$ cat config.mk
export PLATFORM = sky130hd
export DESIGN_NAME = dcache_ctrl
export DESIGN_NICKNAME = d
export VERILOG_FILES = /design/src/rtl/dcache_ctrl_pkg.sv /design/src/rtl/dcache_array.sv /design/src/rtl/dcache_ctrl.sv
export SDC_FILE = /design/constraint.sdc
export NUM_CORES = 2
export LEC_CHECK = 0
export BUFFER_PORTS_ARGS = -buffer_cell sky130_fd_sc_hd__buf_2
export CAP_MARGIN = 5
export CORE_MARGIN = 1
export CORE_UTILIZATION = 45
export DETAILED_ROUTE_END_ITERATION = 10
export GPL_ROUTABILITY_DRIVEN = 0
export PLACE_DENSITY = 0.62
export SKIP_LAST_GASP = 1
export SLEW_MARGIN = 20
export SYNTH_ARGS = -nofsm -noshare
export SYNTH_HDL_FRONTEND = slang
export SYNTH_SLANG_ARGS = --single-unit
$ cat constraint.sdc
create_clock -name clk -period 11.2 [get_ports clk]
set_input_delay 2.24 -clock clk [delete_from_list [all_inputs] [get_ports clk]]
set_output_delay 2.24 -clock clk [all_outputs]
set_load 0.02 [all_outputs]
$ cat src/rtl/dcache_ctrl_pkg.sv
// Shared constants and controller state encoding for the direct-mapped data cache.
package dcache_ctrl_pkg;

    localparam int OFF_W    = 4;   // byte offset bits within one 16-byte block
    localparam int WSEL_LSB = 2;   // word select starts above the byte-in-word bits

    typedef enum logic [2:0] {
        S_IDLE,
        S_WB,
        S_FILL,
        S_FILL_WAIT,
        S_FL_SCAN,
        S_FL_WB,
        S_DONE
    } state_t;

endpackage

$ cat src/rtl/dcache_array.sv
// Line storage for the data cache: valid/dirty/tag/data with one async read port
// and one full-line write port. Only valid and dirty are cleared by reset.
module dcache_array
    import dcache_ctrl_pkg::*;
#(
    parameter int LINES      = 16,
    parameter int TAG_W      = 24,
    parameter int BLOCK_SIZE = 128,
    parameter int IDX_W      = $clog2(LINES)
) (
    input  logic                  clk,
    input  logic                  rst,
    input  logic [IDX_W-1:0]      rd_idx,
    output logic                  rd_valid,
    output logic                  rd_dirty,
    output logic [TAG_W-1:0]      rd_tag,
    output logic [BLOCK_SIZE-1:0] rd_data,
    input  logic                  wr_en,
    input  logic [IDX_W-1:0]      wr_idx,
    input  logic                  wr_valid,
    input  logic                  wr_dirty,
    input  logic [TAG_W-1:0]      wr_tag,
    input  logic [BLOCK_SIZE-1:0] wr_data
);

    logic [LINES-1:0]      valid;
    logic [LINES-1:0]      dirty;
    logic [TAG_W-1:0]      tag_mem  [LINES];
    logic [BLOCK_SIZE-1:0] data_mem [LINES];

    always_ff @(posedge clk or posedge rst) begin
        if (rst) begin
            valid <= '0;
            dirty <= '0;
        end else if (wr_en) begin
            valid[wr_idx] <= wr_valid;
            dirty[wr_idx] <= wr_dirty;
        end
    end

    // Tag and data are meaningless while valid is clear, so they carry no reset.
    always_ff @(posedge clk) begin
        if (wr_en) begin
            tag_mem[wr_idx]  <= wr_tag;
            data_mem[wr_idx] <= wr_data;
        end
    end

    assign rd_valid = valid[rd_idx];
    assign rd_dirty = dirty[rd_idx];
    assign rd_tag   = tag_mem[rd_idx];
    assign rd_data  = data_mem[rd_idx];

endmodule

$ cat src/rtl/dcache_ctrl.sv
// Direct-mapped write-back, write-allocate data cache controller with a
// flush sequence that writes back every dirty line before raising flush_done.
module dcache_ctrl
    import dcache_ctrl_pkg::*;
#(
    parameter int WORD_SIZE  = 32,
    parameter int BLOCK_SIZE = 128,
    parameter int LINES      = 16
) (
    input  logic                  clk,
    input  logic                  rst,
    input  logic                  cpu_req,
    input  logic                  cpu_we,
    input  logic [WORD_SIZE-1:0]  cpu_addr,
    input  logic [WORD_SIZE-1:0]  cpu_wdata,
    output logic [WORD_SIZE-1:0]  cpu_rdata,
    output logic                  cpu_ready,
    output logic [WORD_SIZE-1:0]  mem_addr,
    output logic                  mem_read,
    output logic                  mem_write,
    output logic [BLOCK_SIZE-1:0] mem_wdata,
    input  logic [BLOCK_SIZE-1:0] mem_rdata,
    input  logic                  flush,
    output logic                  flush_done
);

    localparam int IDX_W  = $clog2(LINES);
    localparam int TAG_W  = WORD_SIZE - OFF_W - IDX_W;
    localparam int WSEL_W = $clog2(BLOCK_SIZE / WORD_SIZE);

    state_t state, next_state;

    logic [IDX_W-1:0]      req_idx, scan_idx, scan_idx_next, rd_idx;
    logic [TAG_W-1:0]      req_tag;
    logic [WSEL_W-1:0]     word_sel;
    logic                  line_valid, line_dirty, hit;
    logic [TAG_W-1:0]      line_tag;
    logic [BLOCK_SIZE-1:0] line_data;

    logic                  wr_en, wr_valid, wr_dirty;
    logic [IDX_W-1:0]      wr_idx;
    logic [TAG_W-1:0]      wr_tag;
    logic [BLOCK_SIZE-1:0] wr_data;

    logic                  ready_next, read_next, write_next, done_next;
    logic [WORD_SIZE-1:0]  rdata_next, addr_next;
    logic [BLOCK_SIZE-1:0] wdata_next;
    logic                  unused_addr_bits;

    // Word 0 sits in the most significant bits of the block.
    function automatic logic [WORD_SIZE-1:0] get_word(input logic [BLOCK_SIZE-1:0] blk,
                                                      input logic [WSEL_W-1:0]     w);
        return blk[BLOCK_SIZE-1-WORD_SIZE*int'(w) -: WORD_SIZE];
    endfunction

    function automatic logic [BLOCK_SIZE-1:0] put_word(input logic [BLOCK_SIZE-1:0] blk,
                                                      input logic [WSEL_W-1:0]     w,
                                                      input logic [WORD_SIZE-1:0]  d);
        logic [BLOCK_SIZE-1:0] r;
        r = blk;
        r[BLOCK_SIZE-1-WORD_SIZE*int'(w) -: WORD_SIZE] = d;
        return r;
    endfunction

    assign req_idx          = cpu_addr[OFF_W +: IDX_W];
    assign req_tag          = cpu_addr[WORD_SIZE-1 -: TAG_W];
    assign word_sel         = cpu_addr[WSEL_LSB +: WSEL_W];
    assign unused_addr_bits = ^cpu_addr[WSEL_LSB-1:0];

    // The flush walk owns the read port; otherwise it follows the CPU address.
    assign rd_idx = (state == S_FL_SCAN || state == S_FL_WB) ? scan_idx : req_idx;
    assign hit    = line_valid && (line_tag == req_tag);

    dcache_array #(
        .LINES      (LINES),
        .TAG_W      (TAG_W),
        .BLOCK_SIZE (BLOCK_SIZE)
    ) u_array (
        .clk      (clk),
        .rst      (rst),
        .rd_idx   (rd_idx),
        .rd_valid (line_valid),
        .rd_dirty (line_dirty),
        .rd_tag   (line_tag),
        .rd_data  (line_data),
        .wr_en    (wr_en),
        .wr_idx   (wr_idx),
        .wr_valid (wr_valid),
        .wr_dirty (wr_dirty),
        .wr_tag   (wr_tag),
        .wr_data  (wr_data)
    );

    always_ff @(posedge clk or posedge rst) begin
        if (rst) begin
            state      <= S_IDLE;
            scan_idx   <= '0;
            cpu_ready  <= 1'b0;
            cpu_rdata  <= '0;
            mem_read   <= 1'b0;
            mem_write  <= 1'b0;
            mem_addr   <= '0;
            mem_wdata  <= '0;
            flush_done <= 1'b0;
        end else begin
            state      <= next_state;
            scan_idx   <= scan_idx_next;
            cpu_ready  <= ready_next;
            cpu_rdata  <= rdata_next;
            mem_read   <= read_next;
            mem_write  <= write_next;
            mem_addr   <= addr_next;
            mem_wdata  <= wdata_next;
            flush_done <= done_next;
        end
    end

    // Memory strobes are registered, so they are computed for the state being entered.
    always_comb begin
        next_state    = state;
        scan_idx_next = scan_idx;
        wr_en         = 1'b0;
        wr_idx        = req_idx;
        wr_valid      = line_valid;
        wr_dirty      = line_dirty;
        wr_tag        = line_tag;
        wr_data       = line_data;
        ready_next    = 1'b0;
        rdata_next    = cpu_rdata;
        read_next     = 1'b0;
        write_next    = 1'b0;
        addr_next     = mem_addr;
        wdata_next    = mem_wdata;
        done_next     = flush_done;

        case (state)
            S_IDLE: begin
                if (flush) begin
                    next_state    = S_FL_SCAN;
                    scan_idx_next = '0;
                end else if (cpu_req && !cpu_ready) begin
                    if (hit) begin
                        ready_next = 1'b1;
                        if (cpu_we) begin
                            wr_en    = 1'b1;
                            wr_dirty = 1'b1;
                            wr_data  = put_word(line_data, word_sel, cpu_wdata);
                        end else begin
                            rdata_next = get_word(line_data, word_sel);
                        end
                    end else if (line_valid && line_dirty) begin
                        next_state = S_WB;
                        write_next = 1'b1;
                        addr_next  = {line_tag, req_idx, {OFF_W{1'b0}}};
                        wdata_next = line_data;
                    end else begin
                        next_state = S_FILL;
                        read_next  = 1'b1;
                        addr_next  = {req_tag, req_idx, {OFF_W{1'b0}}};
                    end
                end
            end
            S_WB: begin
                next_state = S_FILL;
                read_next  = 1'b1;
                addr_next  = {req_tag, req_idx, {OFF_W{1'b0}}};
            end
            S_FILL: begin
                next_state = S_FILL_WAIT;
            end
            S_FILL_WAIT: begin
                wr_en      = 1'b1;
                wr_valid   = 1'b1;
                wr_dirty   = 1'b0;
                wr_tag     = req_tag;
                wr_data    = mem_rdata;
                next_state = S_IDLE;
            end
            S_FL_SCAN: begin
                if (line_valid && line_dirty) begin
                    next_state = S_FL_WB;
                    write_next = 1'b1;
                    addr_next  = {line_tag, scan_idx, {OFF_W{1'b0}}};
                    wdata_next = line_data;
                end else if (scan_idx == IDX_W'(LINES - 1)) begin
                    next_state = S_DONE;
                    done_next  = 1'b1;
                end else begin
                    scan_idx_next = scan_idx + IDX_W'(1);
                end
            end
            S_FL_WB: begin
                wr_en    = 1'b1;
                wr_idx   = scan_idx;
                wr_dirty = 1'b0;
                if (scan_idx == IDX_W'(LINES - 1)) begin
                    next_state = S_DONE;
                    done_next  = 1'b1;
                end else begin
                    next_state    = S_FL_SCAN;
                    scan_idx_next = scan_idx + IDX_W'(1);
                end
            end
            S_DONE: begin
                next_state = S_DONE;
            end
            default: begin
                next_state = S_IDLE;
            end
        endcase
    end

endmodule

==> results.json <==
{
  "track_usage": 0.277,
  "end_kind": "flip-flop",
  "clk_pin_slew_ns": 0.06,
  "dr_total_vias": 62300,
  "ctsHoldBuffers": 0,
  "via_per_inst": 6.30,
  "cp-startpoint": "state[1]",
  "tightest_slew_ns": 1.25,
  "slew-limit-headroom": 0.161,
  "grt_pass1_wl_um": 470000,
  "drtPass1Iterations": 6,
  "synth-edff-count": 2432,
  "cts_buffers": 297,
  "fin_cells": 9879,
  "grt_remaining_overflow": 0,
  "met1_length_um": 130000,
  "skew_ns": 0.0802,
  "setup_violations": 0,
  "die_area_sq_um": 240000,
  "p_per_area_nw_per_um2": 301,
  "synth-seq-area-share": 0.734,
  "hold_class": "flip-flop to flip-flop",
  "layout.nets": 6676,
  "rr_startpoint": "state[1]",
  "max_freq_mhz": 122,
  "drt_wl_total_um": 337000,
  "wl_met2_um": 156000,
  "dr.max_layer_used": "met5",
  "core_area_sq_um": 236000,
  "endpoint": "u_array.data_mem[4][92]",
  "grt_antenna_before_repair": 23,
  "cp.arrival_ns": 8.80,
  "wl_met3_um": 33300,
  "placed_cells": 9302,
  "wire_per_inst_um": 34.1,
  "synth_cell_type_count": 75,
  "clock_latency_ns": 0.95,
  "cts_tree": "done",
  "required_ns": 11.77,
  "start_util": 0.455,
  "synthArstFlopShare": 0.0867,
  "io_buffers": 386,
  "cp-start-kind": "flip-flop",
  "finalHoldViolCount": 0,
  "first_iter_violations": 8551,
  "r2r-end": "u_array.data_mem[4][92]",
  "synth_flop_cell": "edfxtp_1",
  "die_h_um": 490,
  "post-route-period-util": 0.735,
  "cts_resized": 0,
  "clock_sinks": 2663,
  "netlist_area_sq_um": 107000,
  "grt_max_degree": 123,
  "rows": 178,
  "r2r_setup_slack_ns": 2.97,
  "cts_buffer_depth": 4,
  "leakage_nw": 41.8,
  "ys_warn_count": 0,
  "fin_crit_ns": 8.23,
  "r2r_cells": 15,
  "critPathKind": "flip-flop to flip-flop",
  "max-cap-violations": 0,
  "synthesis.instances": 5909,
  "peakVddDrop_mv": 0.235,
  "postCtsSetupBuffers": 0,
  "area_delta_synth_final_pct": 15.8,
  "avgSynthCellArea_sq_um": 18.2,
  "grt_pass1_vias": 60500,
  "synth_seq_cells": 2663,
  "ant_nets": 0,
  "route.detailed.drc": 0,
  "die_w_um": 490,
  "rsz0062_at_grt": "false",
  "io_pins": 393,
  "cts_root_buf": "clkbuf_16",
  "htreeDepth": 5,
  "outcome": "finished clean",
  "cp_max_fo": 49,
  "place_hpwl_um": 196000,
  "setup_tns_ns": 0,
  "slew_violations": 0,
  "drive_gt1_frac": 0.282
}
report_power, final:
part           switching (mW)  internal (mW)
clock                    3.83           5.52
sequential              0.272           14.1
combinational            9.17           4.48
cell usage after synthesis (4+ instances only):
library cell	number	share of area
dfrtp_1	231	0.054
o21ai_0	70	0.0033
a31oi_1	131	0.0076
a32o_1	5	0.00047
mux2_1	32	0.0034
xnor2_1	8	0.00065
a211oi_1	37	0.0026
nor2_1	86	0.0030
nand2b_1	29	0.0017
xor2_1	7	0.00057
clkbuf_1	249	0.0087
o21a_1	7	0.00049
and3_1	136	0.0079
a221oi_1	8	0.00065
or3_1	5	0.00029
mux2i_1	147	0.014
o22ai_1	25	0.0015
buf_2	48	0.0022
nand4_1	6	0.00035
nand2_1	732	0.026
nor2b_1	7	0.00041
a22oi_1	131	0.0092
nand3_1	144	0.0067
a21oi_1	73	0.0034
o31ai_1	4	0.00028
a2111oi_0	11	0.00090
buf_1	85	0.0030
a21boi_0	4	0.00028
o31a_1	4	0.00033
mux4_2	567	0.12
buf_4	13	0.00091
a32oi_1	13	0.0011
inv_1	24	0.00084
nor3_1	11	0.00051
a21oi_2	13	0.0011
mux2_2	176	0.018
edfxtp_1	2432	0.68
o211ai_1	129	0.0090
a21o_1	7	0.00049
worst min-delay path by stage:
stage                     cells past startpoint           endpoint         startpoint
final                                         1       mem_addr[10]       mem_addr[10]
after global routing                          1      mem_wdata[24]      mem_wdata[24]
after CTS                                     1       mem_addr[10]       mem_addr[10]
after detailed placement                      1       mem_addr[10]       mem_addr[10]
after global placement                        1       mem_addr[10]       mem_addr[10]
after floorplan                               2  u_array.dirty[14]  u_array.dirty[14]
placed cells by master, fill, tap and decap left out, drive strengths merged, types with 75 or more instances in the layout:
| master | n |
|---|---|
| a31oi | 131 |
| dfrtp | 231 |
| mux2 | 208 |
| edfxtp | 2432 |
| clkbuf | 434 |
| clkinv | 75 |
| and3 | 136 |
| a22oi | 131 |
| o211ai | 129 |
| mux2i | 147 |
| nand3 | 144 |
| mux4 | 567 |
| nand2 | 732 |
| buf | 644 |
| nor2 | 86 |
| a21oi | 86 |
cell type report:
cell class | count | area, sq um
repair buffers | 663 | 4800
clock inverters | 96 | 821
clock buffers | 415 | 8380
fillers | 18800 | 112000
diodes | 39 | 97.6
flip-flops and latches | 2663 | 78800
multi-input cells | 2829 | 27300
inverters | 24 | 97.6
well taps | 3150 | 3940
critical path, cell delays in order (launching register included):
cell and delay, ns:
dfrtp_1 0.67, nand2b_2 0.44, buf_4 0.57, a21o_4 0.73
buf_4 0.60, nand2_1 0.12, a32oi_1 0.36, and4_1 0.24
a211oi_1 0.06, a2111oi_0 0.49, buf_4 0.23, nand4b_1 0.13
nor4_4 0.86, nand3_4 0.75, buf_4 0.49, o211ai_1 0.91
sequential cells by signal (all words and copies together), names as in the netlist:
name              flops
scan_idx              4
state                 3
cpu_rdata            32
u_array.valid        16
mem_wdata           128
mem_read              1
u_array.dirty        16
flush_done            1
mem_write             1
u_array.data_mem   2048
mem_addr             28
cpu_ready             1
u_array.tag_mem     384
metal layers:
layer  vias to the layer above  GRT usage
li1                      25100          -
met2                      3642      0.424
met5                         -          0
met3                       621     0.0616
met1                     32900      0.377
met4                         4      0.135
kinds of logic after synthesis:
kind of cell / after synthesis / synth area share
multiplexers: 922 / 0.155
other: 1 / 0.0000349
AO/OA/AOI/OAI: 705 / 0.0454
adder cells (fa/ha/maj): 1 / 0.000117
XOR/XNOR: 15 / 0.00122
AND/OR/NAND/NOR: 1182 / 0.0487
flip-flops: 2663 / 0.734
buffers and inverters: 420 / 0.0158
metrics by stage:
step / area, sq um / hold WS, ns / utilization / total power, mW / worst slack, ns
final: 124000 / 0.488 / 0.526 / 37.4 / 2.97
after global routing: 124000 / 0.511 / 0.526 / 38.6 / 2.66
after CTS: 124000 / 0.489 / 0.525 / 37.2 / 3.12
after detailed placement: 115000 / 0.477 / 0.486 / 28.0 / 2.31
after global placement: 115000 / 0.470 / 0.486 / 27.6 / 2.50
after floorplan: 107000 / 0.465 / - / 22.4 / -2.37
Power figures use the tool's default switching activity.
